==> src/rtl/rv_fetch_pkg.sv <==
`default_nettype none
// ============================================================================
// Module      : rv_pkg
// Description : Shared constants and the fetch-buffer entry type.
// Revision    : 1.0 - initial release
// ============================================================================
package rv_pkg;

  localparam logic [31:0] RV_NOP      = 32'h0000_0013;
  localparam logic [31:0] RV_RESET_PC = 32'h0000_0000;

  typedef struct packed {
    logic [31:0] pc;
    logic [31:0] instr;
  } fetch_entry_t;

endpackage
`default_nettype wire

==> src/rtl/rv_fetch_fifo.sv <==
`default_nettype none
// ============================================================================
// Module      : rv_fetch_fifo
// Description : In-order FIFO of fetch entries with flush; full/empty by count.
// Revision    : 1.0 - initial release
// ============================================================================
module rv_fetch_fifo
  import rv_pkg::*;
#(
  parameter  int DEPTH   = 2,
  localparam int c_cnt_w = $clog2(DEPTH + 1)
) (
  input  logic               clk,
  input  logic               rst,
  input  logic               i_flush,
  input  logic               i_push,
  input  fetch_entry_t       i_push_data,
  input  logic               i_pop,
  output fetch_entry_t       o_head,
  output logic [c_cnt_w-1:0] o_count
);

  localparam int c_ptr_w = $clog2(DEPTH);

  fetch_entry_t       r_mem [DEPTH];
  logic [c_ptr_w-1:0] r_wptr;
  logic [c_ptr_w-1:0] r_rptr;
  logic [c_cnt_w-1:0] r_count;
  logic               w_do_push;
  logic               w_do_pop;

  assign w_do_push = i_push & ~i_flush & (r_count != c_cnt_w'(DEPTH));
  assign w_do_pop  = i_pop  & ~i_flush & (r_count != '0);

  always_ff @(posedge clk or posedge rst) begin
    if (rst) begin
      r_wptr  <= '0;
      r_rptr  <= '0;
      r_count <= '0;
    end else if (i_flush) begin
      r_wptr  <= '0;
      r_rptr  <= '0;
      r_count <= '0;
    end else begin
      if (w_do_push) r_wptr <= r_wptr + c_ptr_w'(1);
      if (w_do_pop)  r_rptr <= r_rptr + c_ptr_w'(1);
      r_count <= r_count + c_cnt_w'(w_do_push) - c_cnt_w'(w_do_pop);
    end
  end

  // Storage needs no reset: the consumer masks the head while empty.
  always_ff @(posedge clk) begin
    if (w_do_push) r_mem[r_wptr] <= i_push_data;
  end

  assign o_head  = r_mem[r_rptr];
  assign o_count = r_count;

endmodule
`default_nettype wire

==> src/rtl/rv_fetch.sv <==
`default_nettype none
// ============================================================================
// Module      : rv_fetch
// Description : Credit-limited instruction fetch with redirect flush/discard.
// Revision    : 1.0 - initial release
// ============================================================================
module rv_fetch
  import rv_pkg::*;
#(
  parameter logic [31:0] RESET_PC   = RV_RESET_PC,
  parameter int          FIFO_DEPTH = 2
) (
  input  logic        clk,
  input  logic        reset,
  output logic        imem_req_o,
  output logic [31:0] imem_addr_o,
  input  logic        imem_gnt_i,
  input  logic        imem_rvalid_i,
  input  logic [31:0] imem_rdata_i,
  input  logic        redirect_i,
  input  logic [31:0] redirect_pc_i,
  output logic        instr_valid_o,
  output logic [31:0] instr_o,
  output logic [31:0] instr_pc_o,
  input  logic        instr_ready_i
);

  localparam int                 c_cnt_w = $clog2(FIFO_DEPTH + 1);
  localparam logic [c_cnt_w:0]   c_depth = (c_cnt_w + 1)'(FIFO_DEPTH);

  logic [31:0]        r_pc;
  logic [31:0]        r_addr;
  logic               r_req;
  logic               r_stale;
  logic [c_cnt_w-1:0] r_out;
  logic [c_cnt_w-1:0] r_discard;

  logic               w_gnt;
  logic               w_rvalid;
  logic               w_drop;
  logic               w_push;
  logic               w_pop;
  logic               w_rq_push;
  logic               w_credit;
  logic [31:0]        w_pc_n;
  logic [c_cnt_w-1:0] w_out_n;
  logic [c_cnt_w-1:0] w_cnt_n;
  logic [c_cnt_w-1:0] w_discard_n;
  logic [c_cnt_w-1:0] w_fifo_count;
  logic [c_cnt_w-1:0] w_rq_count;
  fetch_entry_t       w_head;
  fetch_entry_t       w_rq_head;
  fetch_entry_t       w_push_entry;
  fetch_entry_t       w_rq_entry;
  logic               w_unused_ok;

  assign w_gnt     = r_req & imem_gnt_i;
  assign w_rvalid  = imem_rvalid_i & (r_out != '0);
  assign w_drop    = w_rvalid & (r_discard != '0);
  assign w_push    = w_rvalid & ~w_drop & ~redirect_i & (w_rq_count != '0);
  assign w_pop     = instr_valid_o & instr_ready_i & ~redirect_i;
  // A grant for a request issued before a redirect never enters the PC queue.
  assign w_rq_push = w_gnt & ~r_stale & ~redirect_i;

  assign w_rq_entry   = '{pc: r_addr, instr: RV_NOP};
  assign w_push_entry = '{pc: w_rq_head.pc, instr: imem_rdata_i};
  assign w_unused_ok  = ^w_rq_head.instr;

  always_comb begin
    w_out_n     = r_out + c_cnt_w'(w_gnt) - c_cnt_w'(w_rvalid);
    w_cnt_n     = redirect_i ? '0 : w_fifo_count + c_cnt_w'(w_push) - c_cnt_w'(w_pop);
    w_pc_n      = r_pc;
    w_discard_n = r_discard + c_cnt_w'(w_gnt & r_stale) - c_cnt_w'(w_drop);
    if (redirect_i) begin
      w_pc_n      = {redirect_pc_i[31:2], 2'b00};
      w_discard_n = w_out_n;
    end else if (w_gnt && !r_stale) begin
      w_pc_n = r_pc + 32'd4;
    end
    w_credit = ({1'b0, w_out_n} + {1'b0, w_cnt_n}) < c_depth;
  end

  always_ff @(posedge clk or posedge reset) begin
    if (reset) begin
      r_pc      <= RESET_PC;
      r_addr    <= RESET_PC;
      r_req     <= 1'b0;
      r_stale   <= 1'b0;
      r_out     <= '0;
      r_discard <= '0;
    end else begin
      r_pc      <= w_pc_n;
      r_out     <= w_out_n;
      r_discard <= w_discard_n;
      if (redirect_i && r_req && !imem_gnt_i) r_stale <= 1'b1;
      else if (w_gnt)                         r_stale <= 1'b0;
      // An ungranted request is held untouched, even across a redirect.
      if (!(r_req && !imem_gnt_i)) begin
        r_req  <= w_credit;
        r_addr <= w_pc_n;
      end
    end
  end

  rv_fetch_fifo #(.DEPTH(FIFO_DEPTH)) u_ibuf (
    .clk         (clk),
    .rst         (reset),
    .i_flush     (redirect_i),
    .i_push      (w_push),
    .i_push_data (w_push_entry),
    .i_pop       (w_pop),
    .o_head      (w_head),
    .o_count     (w_fifo_count)
  );

  rv_fetch_fifo #(.DEPTH(FIFO_DEPTH)) u_req_pc (
    .clk         (clk),
    .rst         (reset),
    .i_flush     (redirect_i),
    .i_push      (w_rq_push),
    .i_push_data (w_rq_entry),
    .i_pop       (w_push),
    .o_head      (w_rq_head),
    .o_count     (w_rq_count)
  );

  assign imem_req_o    = r_req;
  assign imem_addr_o   = r_addr;
  assign instr_valid_o = (w_fifo_count != '0);
  assign instr_o       = instr_valid_o ? w_head.instr : RV_NOP;
  assign instr_pc_o    = instr_valid_o ? w_head.pc : 32'h0;

endmodule
`default_nettype wire

==> config.mk <==
export PLATFORM = sky130hd
export DESIGN_NAME = rv_fetch
export DESIGN_NICKNAME = d
export VERILOG_FILES = /design/src/rtl/rv_fetch_pkg.sv /design/src/rtl/rv_fetch_fifo.sv /design/src/rtl/rv_fetch.sv
export SDC_FILE = /design/constraint.sdc
export NUM_CORES = 1
export LEC_CHECK = 0
export BUFFER_PORTS_ARGS = -buffer_cell sky130_fd_sc_hd__buf_2
export CAP_MARGIN = 15
export CORE_AREA = 2 2 204 146
export CTS_CLUSTER_DIAMETER = 100
export DETAILED_ROUTE_END_ITERATION = 7
export DIE_AREA = 0 0 206 148
export GPL_ROUTABILITY_DRIVEN = 0
export PLACE_DENSITY = 0.7
export SETUP_SLACK_MARGIN = 0.1
export SYNTH_ARGS = -nofsm -noshare
export SYNTH_HDL_FRONTEND = slang
export SYNTH_HIERARCHICAL = 1
export SYNTH_SLANG_ARGS = --single-unit
==> constraint.sdc <==
create_clock -name clk -period 10.98 [get_ports clk]
set_input_delay 0.549 -clock clk [delete_from_list [all_inputs] [get_ports clk]]
set_output_delay 0.549 -clock clk [all_outputs]
set_load 0.02 [all_outputs]
# After elaboration in Yosys (flattened, before gate mapping)

Memories as Yosys holds them, arrays and structs flattened.
Cells that the tools add are included.

Logic and storage cells: 91
Output and inout bits: 98
Input bits: 70
Bits in writable memories: 192
Register bits: 78
Memories: 2

Memory list:

| memory         | depth | bits a word | rd ports | clocked after Yosys merged registers in | wr ports | line                | RTL |
|---|---|---|---|---|---|---|---|
| u_ibuf.r_mem   | 2     | 64          | 1        | 0                                       | 1        | rv_fetch_fifo.sv:25 | `fetch_entry_t r_mem [DEPTH];` |
| u_req_pc.r_mem | 2     | 32          | 1        | 0                                       | 1        | rv_fetch_fifo.sv:25 |  |

Equality and inequality tests: 2
Reductions and logical operators: 15
$add $sub $neg: 16
Magnitude comparators: 1
Bitwise gates (word level): 21
Multiplexer cells: 22

Operators by type and width:

| operator              | count |
|---|---|
| $mux 32               | 4 |
| $add 32x3->32 const B | 1 |
| $and 1x1->1           | 18 |
| $reduce_bool 2->1     | 9 |
| $mux 1                | 14 |
| $add 2x1->2           | 5 |
| $sub 2x1->2           | 5 |
| $mux 2                | 4 |
| $add 1x1->1 const B   | 4 |
| $logic_and 1x1->1     | 4 |
| $ne 2x2->1 const B    | 2 |
| $add 2x2->3           | 1 |
| $lt 3x2->1 const B    | 1 |
| $not 1->1             | 3 |
| $logic_not 1->1       | 2 |

# Depth between registers and ports, before layout

Depth in word-level cells: 12
Gate-level depth with buffers: 12
Gate-level depth less buffers: 11

# Modules after synthesis

The synthesis kept the hierarchy.

Modules (own cells, without submodules):

| module        | cells each | times used | sequential area each (µm²) | area an instance (µm²) |
|---|---|---|---|---|
| rv_fetch_fifo | 224        | 2          | 3,943.8                    | 5,063.6 |
| rv_fetch      | 424        | 1          | 1,751.7                    | 3,980.1 |

# Least setup slack after synthesis

No wires, ideal clock.

Path kind: input-to-reg
From: input port redirect_i
To: memory u_ibuf/r_mem[1][0] (netlist bit), enable pin
Stages on the path: 6
Setup slack: 4.143 ns
Buffers on the path: 3
Required time: 10.402 ns
Data arrival time: 6.259 ns
Library setup time: 0.578 ns
Cells stage by stage: clkbuf_1 > clkbuf_1 > clkbuf_1 > nor3_1 > o21ai_2 > nor3b_1

Longest elaborated chain between the ends: 7

Ends and longest elaborated chain:

| what                         | line                | RTL |
|---|---|---|
| from (decl)                  | rv_fetch.sv:20      | `input logic redirect_i,` |
| $not 1->1                    | rv_fetch.sv:60      | `assign w_push = w_rvalid & ~w_drop & ~redirect_i & (w_rq_count != '0);` |
| $and 1x1->1 (2 in series)    | rv_fetch.sv:60      |  |
| via w_push                   | rv_fetch.sv:41      | `logic w_push;` |
| $and 1x1->1 (2 in series)    | rv_fetch_fifo.sv:32 | `assign w_do_push = i_push & ~i_flush & (r_count != c_cnt_w'(DEPTH));` |
| $mux 1                       | rv_fetch_fifo.sv:53 | `if (w_do_push) r_mem[r_wptr] <= i_push_data;` |
| $mux 1 (not written as such) | rv_fetch_fifo.sv:53 |  |
| to (decl)                    | rv_fetch_fifo.sv:25 |  |

The timed path passes the listed nets, and every way through them passes these cells.

==> results by group <==
Cells and area
  • Nets: 1,023
  • Utilization of the core after routing: 0.4845
  • Ratio of cells with drive above 1 in the final layout: 0.3742
  • Layout Cells excl Fill: between 1,000 and 1,500
  • Area overhead of the layout relative to synthesis: 18.25%
  • Non-Filler Cell Area, Final: roughly 14,000 um2
  • Number of antenna cells inserted: 0

Global route
  • First-pass GRT wire length: 37,250 um
  • Combined global-route utilization of all metal layers: 0.1611
  • Total gr overflow: 0
  • Vias in the first global route: roughly 6,500
  • Pin count of the biggest net entering global routing: 67
  • Number of antenna violations at the first check in global routing: 3

Synth
  • Synthesis warning total: 6
  • Synth Area per Inst: about 15 um2
  • Count of mapped cells out of synthesis: about 770
  • Net Count, Synth: 854
  • Mapped Area: 11,670 um2

Drt
  • Number of vias per cell after detailed routing: ~5.0
  • Detail Route Antenna Nets: 0
  • Highest layer used for signal routing: met5
  • DRC violation count after routing: 0
  • Drt first-iter violations: 380
  • Wire length per cell: ~18 um
  • Post-detailed-routing wire length: roughly 25,000 um
  • Met2 WL post-DR: between 10,000 and 15,000 um
  • Detailed-route via count: roughly 6,700
  • Sum of met3 wire segment lengths after detailed routing: around 1700 um
  • WL met1: approximately 11,000 um
  • Number of detailed-route iterations in the first pass: 5

Pwr
  • Worst voltage drop across the vdd grid: about 0.00011 V
  • Sum of internal, switching and leakage power: 2.501 mW
  • Areal power density over the cells: between 150 and 200 nW/um2
  • Leak Pwr: around 5.5 nW

Floorplanning
  • Number of placed I/O pins: about 170
  • Core Rows: 52
  • Full die area: 30,490 um2
  • Core region area: 28,500 um2
  • X dimension of the die: about 210 um
  • Initial standard-cell utilization of the core: 0.4097
  • Die Span Y: approximately 150 um

Run
  • Maximum Capacitance Violations: 0

Status
  • Status: complete, no violations

Placement
  • Estimated wirelength of the detail-placed design: 15,620 um
  • Post-Place Cells: about 1,300
  • Placement Cell Area: approximately 13,000 um2
  • Buffers added on ports: around 170

STA
  • Final period util: 0.2993
  • Count of endpoints failing hold in the final timing report: 0
  • Setup tns final: 0 ps
  • Post-layout minimum cycle time: ~3300 ps
  • Number of setup violations in the final report: 0
  • Post-Route Skew: roughly 12 ps
  • Worst rel slew slack: 0.2745
  • Actual transition at the worst max-transition pin: about 1100 ps
  • Unrepaired setup endpoints after global routing: no
  • Number of pins with negative max-slew slack in the final report: 0
  • Maximum achievable frequency: between 300 and 400 MHz

Clocking
  • Number of buffers inserted by post-CTS setup repair: 0
  • Clock H-tree levels: 1
  • Clock root buffer: sky130_fd_sc_hd__clkbuf_16
  • Clock edge transition at the registers on the reported setup and hold paths: roughly 60 ps
  • Post-CTS Resized: 0
  • Sink Count: between 200 and 300
  • Number of buffers added to fix hold violations after cts: 1
  • Number of buffers on the longest clock path: 3
  • Skew-Pair Late Insertion Delay: around 550 ps
  • CTS tree: built
  • Number of CTS-inserted buffers: 28

Worst hold path
  • Worst min-delay path category: input port to flop

Setup path
  • Capturing element type of the critical path: output pin
  • Type of element launching the critical path: flop
  • Required time of the worst setup path: about 10,000 ps
  • Largest driver fanout on the critical path: 46
  • Classification of the worst setup path: flop to output pin
  • Data arrival time at the worst-slack endpoint: between 2000 and 3000 ps
routing by layer:
| layer | track usage | vias up |
|---|---|---|
| li1 | - | 3151 |
| met1 | 0.2258 | 3329 |
| met2 | 0.2523 | 179 |
| met3 | 0.04586 | 41 |
| met4 | 0.03036 | 6 |
| met5 | 0 | - |
flip-flops by register name (all words and copies together), names as in the netlist:
| signal | count |
|---|---|
| imem_addr_o | 32 |
| u_ibuf/r_wptr | 1 |
| u_ibuf/o_count | 2 |
| u_ibuf/r_mem | 128 |
| u_ibuf/r_rptr | 1 |
| r_stale | 1 |
| u_req_pc/r_wptr | 1 |
| imem_req_o | 1 |
| u_req_pc/r_mem | 64 |
| u_req_pc/r_rptr | 1 |
| u_req_pc/o_count | 2 |
| r_discard | 2 |
| r_out | 2 |
| r_pc | 32 |
path summary, 6_finish.rpt:
kind,from,end,slack (ps),cells past startpoint
setup reg to reg,u_ibuf/o_count[1]$_DFF_PP0_,imem_req_o$_DFFE_PP0N_,8110,11
setup / recovery,u_ibuf/r_rptr$_DFFE_PP0P_,instr_pc_o[19],7690,4
max in group asynchronous,reset,r_pc[20]$_DFF_PP0_,9330,4
hold / removal,imem_rdata_i[25],u_ibuf/r_mem[1][25]$_DFFE_PP_,190,1
min in group asynchronous,reset,u_ibuf/r_wptr$_DFFE_PP0P_,460,3
hold reg to reg,imem_addr_o[7]$_DFFE_PP0N_,u_req_pc/r_mem[1][39]$_DFFE_PP_,510,0
layout make-up:
type	count	area [um2]
Clock buffer	37	754.5
Clock inverter	14	160.2
Fill cell	2508	14690
Inverter	18	67.56
Multi-Input combinational cell	444	3682
Sequential cell	270	7722
Tap cell	378	473.0
Timing Repair Buffer	179	945.9
critical path: stages (launching register included):
cell and delay, ps:
sky130_fd_sc_hd__dfrtp_4 700, sky130_fd_sc_hd__buf_4 740, sky130_fd_sc_hd__mux2_2 420, sky130_fd_sc_hd__and2_1 140
sky130_fd_sc_hd__buf_2 150
through the flow:
stage	hold slack (ps)	setup slack [ps]
6_report	187.6	7694
5_1_grt	155.8	7549
4_1_cts	155.3	7585
3_5_place_dp	483.7	7725
3_3_place_gp	481.3	7795
2_1_floorplan	315.1	4143
layout by cell type (no fill, tap or decap), drive strengths merged, types with 3 or more instances in the layout:
master	instances
a21oi	11
a221o	12
and2	61
and3	20
buf	178
bufinv	3
clkbuf	37
clkinv	11
dfrtp	78
edfxtp	192
ha	11
inv	18
mux2	117
nand2	44
nand2b	4
nand3	18
nand4	9
nor2	28
nor2b	7
nor3	12
nor4	5
o21ai	20
o31ai	3
or2	4
or3	4
or4	3
xnor2	25
xor2	13
power breakdown:
group          internal (mW)  switching [mW]
combinational          0.123           0.188
sequential              1.18          0.0690
clock                  0.554           0.383
total                   1.86           0.640
Note: power is estimated with default switching activity, not from simulation.
